[config.mk]
export PLATFORM = sky130hd
export DESIGN_NAME = right_shift_seq
export DESIGN_NICKNAME = d
export VERILOG_FILES = /design/src/rtl/right_shift_seq.sv
export SDC_FILE = /design/constraint.sdc
export NUM_CORES = 1
export LEC_CHECK = 0
export ABC_CLOCK_PERIOD_IN_PS = 1800
export BUFFER_PORTS_ARGS = -buffer_cell sky130_fd_sc_hd__buf_2
export CAP_MARGIN = 20
export CORE_ASPECT_RATIO = 1.25
export CORE_MARGIN = 5
export CORE_UTILIZATION = 55
export CTS_BUF_LIST = sky130_fd_sc_hd__clkbuf_2 sky130_fd_sc_hd__clkbuf_4 sky130_fd_sc_hd__clkbuf_8
export CTS_CLUSTER_SIZE = 12
export DETAILED_ROUTE_END_ITERATION = 10
export GPL_TIMING_DRIVEN = 0
export HOLD_SLACK_MARGIN = 0.1
export PLACE_DENSITY = 0.81
export RECOVER_POWER = 100
export SLEW_MARGIN = 5
export SYNTH_ARGS = -nofsm -noshare
export SYNTH_HDL_FRONTEND = slang
export SYNTH_SLANG_ARGS = --single-unit
[constraint.sdc]
create_clock -name clk -period 1.8 [get_ports clk]
set_input_delay 0.09 -clock clk [delete_from_list [all_inputs] [get_ports clk]]
set_output_delay 0.09 -clock clk [all_outputs]
set_load 0.02 [all_outputs]
[src/rtl/right_shift_seq.sv]
// Sequential right shifter: shifts one bit per clock, logical or arithmetic.
// A request is latched in IDLE, shifted in SHIFT and reported in DONE
// with a one-cycle done pulse. The result register only updates on DONE entry.
module right_shift_seq #(
  parameter int WIDTH = 32,
  parameter int SHW   = 5   // WIDTH must equal 2**SHW
) (
  input  logic             clk,
  input  logic             rst,
  input  logic             start,
  input  logic [WIDTH-1:0] in,
  input  logic [SHW-1:0]   shamt,
  input  logic             arith,
  output logic [WIDTH-1:0] res,
  output logic             busy,
  output logic             done
);

  typedef enum logic [1:0] {
    IDLE  = 2'd0,
    SHIFT = 2'd1,
    DONE  = 2'd2
  } state_t;

  localparam logic [SHW-1:0] CNT_ONE  = {{(SHW-1){1'b0}}, 1'b1};
  localparam logic [SHW-1:0] CNT_ZERO = '0;

  state_t           state_reg;
  logic [WIDTH-1:0] work_reg;
  logic [WIDTH-1:0] shift_next;
  logic [SHW-1:0]   count_reg;
  logic             mode_reg;
  logic [WIDTH-1:0] res_reg;
  logic             busy_reg;
  logic             done_reg;

  // One-bit right shift of the working register; each bit takes its upper neighbour
  genvar gi;
  generate
    for (gi = 0; gi < WIDTH - 1; gi++) begin : g_shift
      assign shift_next[gi] = work_reg[gi + 1];
    end
  endgenerate

  // Top bit is refilled with the sign (arithmetic mode) or zero (logical mode)
  assign shift_next[WIDTH-1] = mode_reg & work_reg[WIDTH-1];

  // Control FSM plus datapath registers; reset wins over everything
  always_ff @(posedge clk) begin
    if (rst) begin
      state_reg <= IDLE;
      work_reg  <= '0;
      count_reg <= '0;
      mode_reg  <= 1'b0;
      res_reg   <= '0;
      busy_reg  <= 1'b0;
      done_reg  <= 1'b0;
    end else begin
      case (state_reg)
        IDLE: begin
          done_reg <= 1'b0;
          if (start) begin
            work_reg  <= in;
            count_reg <= shamt;
            mode_reg  <= arith;
            busy_reg  <= 1'b1;
            state_reg <= SHIFT;
          end
        end
        SHIFT: begin
          if (count_reg != CNT_ZERO) begin
            work_reg  <= shift_next;
            count_reg <= count_reg - CNT_ONE;
          end else begin
            // Counter exhausted: publish the result and raise done next cycle
            res_reg   <= work_reg;
            done_reg  <= 1'b1;
            state_reg <= DONE;
          end
        end
        DONE: begin
          done_reg  <= 1'b0;
          busy_reg  <= 1'b0;
          state_reg <= IDLE;
        end
        default: begin
          done_reg  <= 1'b0;
          busy_reg  <= 1'b0;
          state_reg <= IDLE;
        end
      endcase
    end
  end

  assign res  = res_reg;
  assign busy = busy_reg;
  assign done = done_reg;

endmodule

Yosys cells after proc, flatten, opt, wreduce, memory -nomap -nowiden
Cells that the tools add are included.

operators by class
  $add $sub $neg = 1
  multiply operators = 0
  div/mod/pow operators = 0
  order comparisons = 0
  equality and inequality tests = 4
  shift-type cells = 0
  mux-type cells = 11
  bitwise operators = 3
  reductions and logical operators = 9

operators by type and width
  kind                 count
  $mux 32              2
  $pmux 32 s2          1
  $mux 5               2
  $pmux 5 s2           1
  $reduce_and 2->1     4
  $ne 2x2->1 const B   3
  $reduce_bool 5->1    1
  $sub 5x1->5 const B  1
  $mux 2               2
  $pmux 2 s2           1
  $reduce_and 3->1     1
  $eq 2x1->1 const B   1
  $logic_not 2->1      1
  $not 1->1            2
  $pmux 1 s2           1
  $reduce_bool 2->1    1
  $reduce_or 2->1      1
  $and 1x1->1          1
  $mux 1               1

word-level totals
  bits in registers = 74
  latch bits = 0
  memory bits (writable) = 0
  bits in read-only memories = 0
  bits of input ports = 41
  output and inout bits = 34
  word-level logic and storage cells = 35
  memories kept = 0

Longest topological paths before layout
  word-level depth = 3
  depth in mapped cells = 7
  mapped depth without buffers = 6

Least setup slack after synthesis
OpenSTA, ideal clock, no wires.

  path type = register to register
  start = register count_reg[0]
  end = register count_reg[1]
  setup time = 0.086 ns
  arrival = 1.497 ns
  required time = 1.714 ns
  slack = 0.217 ns
  stages on the path, launching flop included = 7
  buffers on the path = 0
  clock period less this slack = 1.583 ns
  path through = dfxtp_1 > inv_1 > ha_1 > or4b_4 > a21oi_4 > a211oi_1 > a211oi_1

on the way
  word-level cells in the longest chain between the ends = 3
  elaborated cells on any way between the ends = 6
  classes of those cells = add/sub: 1; eq/ne: 1; mux: 2; reduce/logical: 2

ends and longest elaborated chain
  what                                              RTL line  text
  from (decl)                                       31        logic [SHW-1:0] count_reg;
  from (signal assigned)                            64        count_reg <= shamt;
  from (signal assigned)                            73        count_reg <= count_reg - CNT_ONE;
  $sub 5x1->5 or $reduce_bool 5->1 (tied branches)  73, 71
  $mux 5 or $ne 2x2->1 (tied branches)              -
  $pmux 5 s2 or $reduce_and 3->1 (tied branches)    -

Parallel ways exist; a longest one is shown, timed or not. The select of a mux whose other input is x is not followed.
A chain may end at the register's enable or synchronous reset.

Worst setup path in the final report
  start = register count_reg[0]
  end = register res_reg[20], in the netlist res[20]

on the way
  word-level cells in the longest chain between the ends = 3

ends and longest elaborated chain
  what                        RTL line  text
  $reduce_bool 5->1           71        if (count_reg != CNT_ZERO) begin
  $not 1->1 (no line)         -
  $reduce_and 2->1 (no line)  -
  to (signal assigned)        76        res_reg <= work_reg;
  to (decl)                   33        logic [WIDTH-1:0] res_reg;

No other way between the ends.

==> flow_summary_export.csv <==
group,metric,value,unit
status,status,"finished, final reports clean",
logic_synthesis,synth_xor_area_frac,0,
logic_synthesis,synth_edf_count,0,
logic_synthesis,synth_top_cell_by_area,"dfxtp_1",
flow_run,cap_violations,0,
setup_path,r2r_end,"res[20]$_SDFFE_PP0P_",
floorplanning,fp.dieW,78.07,microns
floorplanning,io_pins,75,
sta,finalHoldViolCount,0,
clocking,cts_buffer_depth,2,
grt,grt_pass1_vias,3013,
floorplanning,start_util,0.5587,
clocking,clk_pin_slew_worst_paths,0.08,ns
setup_path,path_class,"flop to flop",
clocking,numCtsBuffers,9,
placement,place_inst,514,
logic_synthesis,synth.area.top_cells,"dfxtp_1 (47%), nand2_1 (15%), a311oi_2 (13%)",
power_and_ir_drop,leakage,1.615,nW
setup_path,startpoint,"count_reg[0]$_SDFFE_PP0P_",
clocking,htreeDepth,3,
clocking,cts_tree,"built",
clocking,cts-root-buf,"clkbuf_8",
logic_synthesis,synth_top_family_by_area,"simple AND/OR/NAND/NOR gates",
final_layout,layout.nets,543,
sta,worst_pin_slew,0.7938,ns
grt,grt_start_max_net_pins,13,
routing,wl_per_cell,15.33,microns
final_layout,fillers,419,
final_layout,regArea,0.001483,sq mm
sta,timing.fmax,0.5707,GHz
logic_synthesis,synth-compound-area-share,0.2270,
placement,place_area,0.003633,sq mm
setup_path,cp_max_fo,5,
logic_synthesis,postSynth.asyncResetShare,0,
setup_path,start_kind,"flop",
sta,fin_skew,0.01173,ns
routing,drc_errors,0,
logic_synthesis,synthFlopType,"dfxtp_1",
placement,dp_hpwl,5473,microns
logic_synthesis,yosys.area_share.simple,0.2416,
sta,finalCritPeriodShare,0.9734,
final_layout,areaGrowthSynthToFinish,33.58,%
logic_synthesis,syn-cell-area,0.003186,sq mm
floorplanning,rows,31,
floorplanning,fp.dieH,95.09,microns
logic_synthesis,synth_seq_cells,74,
routing,num_vias,3158,
clocking,cts.sinks,74,
setup_path,r2r.worst_path.cells,8,
setup_path,cp-end-kind,"flop",
sta,slew_headroom,0.4697,
routing,drt_pass1_iterations,6,
floorplanning,dieArea,0.007424,sq mm
placement,portBuffers,73,
routing,ant_nets,0,
setup_path,cp.arrival,2.05,ns
power_and_ir_drop,irDropWorstVdd,0.0009284,V
power_and_ir_drop,cellPowerDensity,1054,mW/mm^2
logic_synthesis,ys_seq_area_frac,0.4650,
sta,finalSetupViolCount,0,
final_layout,final_layout_size_suffix_gt1_frac,0.2490,
sta,rsz0062_at_grt,"yes",
grt,gr-total-overflow,0,
final_layout,multi_input_area,0.001555,sq mm
routing,wirelength,8768,microns
setup_path,crit_path_end,"res[20]$_SDFFE_PP0P_",
min_path,hold_path.class,"primary input to flop",
logic_synthesis,syn_inst,375,
final_layout,antenna_cells,0,
logic_synthesis,yosys_warnings,0,
setup_path,cp.required,2.09,ns
logic_synthesis,syn_avg_cell_area,8.495,sq um
logic_synthesis,yosysTopAreaCellShare,0.4650,
grt,grt_usage,0.2316,
grt,antenna_found_initial,0,
clocking,clk_latency,0.36,ns
power_and_ir_drop,power.total,4.487,mW
logic_synthesis,synth_fa_ha_area_frac,0.003928,
sta,finalMaxSlewViolations,0,
setup_path,r2r_start,"count_reg[0]$_SDFFE_PP0P_",
routing,first_iter_violations,257,
sta,fin_crit,1.752,ns
final_layout,finish.instance_area,0.004255,sq mm
logic_synthesis,synthMuxAreaShare,0.003535,
routing,viasPerCell,5.521,
placement,gp_congestion,0.8824,
final_layout,stdcell_count,572,
logic_synthesis,synth_fp_nets,417,
logic_synthesis,synth_cell_types,33,
setup_path,rrSetupSlack,0.05,ns
grt,grt_pass1_wl,13700,microns
floorplanning,core,0.005702,sq mm
[metrics by stage]
step                      TNS [ns]  setup WS [ns]    util  hold slack (ns)
after CTS                        0       0.009620  0.7476           0.1009
after floorplan                  0         0.2173       -           0.2260
after detailed placement   -0.2320       -0.03384  0.6373           0.3464
final                            0        0.04783  0.7463           0.1113
after global placement     -0.1852       -0.02116  0.6373           0.3378
after global routing       -0.1528       -0.02503  0.7463           0.1546
[cell usage after synthesis, types with 2 or more instances]
master,count
nand2_1,131
dfxtp_1,74
a21oi_1,38
nor2_1,38
a311oi_2,27
clkbuf_1,16
buf_6,6
a311oi_1,4
nor3_1,4
o21ai_0,4
a211oi_1,3
buf_2,3
buf_4,3
inv_1,3
nor2b_1,2
nor3b_1,2
[timing repair]
item,4_1_cts,5_1_grt
gates cloned,3,0
buffers inserted,4,0
hold endpoints to repair,35,0
setup endpoints to repair,31,49
hold buffers,35,0
pin swaps,2,1
resized for setup,7,21
[how the worst min path moves through the flow]
stage             start                         to  depth (start not counted)
2_1_floorplan     arith      mode_reg$_SDFFE_PP0P_                          2
4_1_cts        shamt[1]  count_reg[1]$_SDFFE_PP0P_                          3
3_3_place_gp      arith      mode_reg$_SDFFE_PP0P_                          3
3_5_place_dp      arith      mode_reg$_SDFFE_PP0P_                          3
5_1_grt        shamt[2]  count_reg[2]$_SDFFE_PP0P_                          4
6_report       shamt[1]  count_reg[1]$_SDFFE_PP0P_                          3
[logic make-up (layout without fill, tap and decap cells)]
kind of cell / after synthesis / after routing
fa+ha+maj: 1 / 1
compound gates: 80 / 80
simple gates: 186 / 186
buf+inv: 33 / 164
flops: 74 / 74
mux: 1 / 1
[cells in the final DEF, fill, tap and decap left out, types with 2 or more instances in the layout]
master,netlist,layout
a211oi_1,3,3
a21oi_1,38,31
a21oi_2,0,7
a311oi_1,4,4
a311oi_2,27,27
buf_2,3,41
buf_4,3,9
buf_6,6,7
clkbuf_1,16,44
clkbuf_2,0,8
clkbuf_4,1,2
clkbuf_8,0,11
clkinvlp_4,0,2
dfxtp_1,74,73
dlygate4sd3_1,0,35
inv_2,0,2
nand2_1,131,131
nor2_1,38,38
nor2b_1,2,2
nor3_1,4,4
nor3b_1,2,2
o21ai_0,4,4
[critical path, cell delays in order (launching register included)]
cell and delay [ns]:
dfxtp_2 0.34, inv_2 0.08, ha_4 0.15, or4b_4 0.53
nor2_4 0.11, buf_4 0.14, buf_4 0.14, nand2_1 0.07
a21oi_2 0.11
[report_power, final]
| group | internal, mW | switching [mW] |
|---|---|---|
| Sequential | 1.82 | 0.147 |
| Combinational | 0.498 | 0.672 |
| Clock | 0.729 | 0.623 |
[cell type report]
class | instances | share of cell area
plain buffers | 30 | 0.04352
inverters | 3 | 0.002646
well taps | 66 | 0.01941
clock buffers | 12 | 0.03734
flip-flops and latches | 74 | 0.3484
multi-input cells | 268 | 0.3655
clock inverters | 4 | 0.01176
repair buffers | 115 | 0.1714
[metal layers]
metal  vias up  track usage  part of all wire
met3        30      0.04159             0.061
li1       1533            -                 -
met1      1465       0.2721              0.40
met4         0       0.1563             0.034
met5         -            0                 0
met2       130       0.3826              0.50
Note: power is estimated with default switching activity, not from simulation.
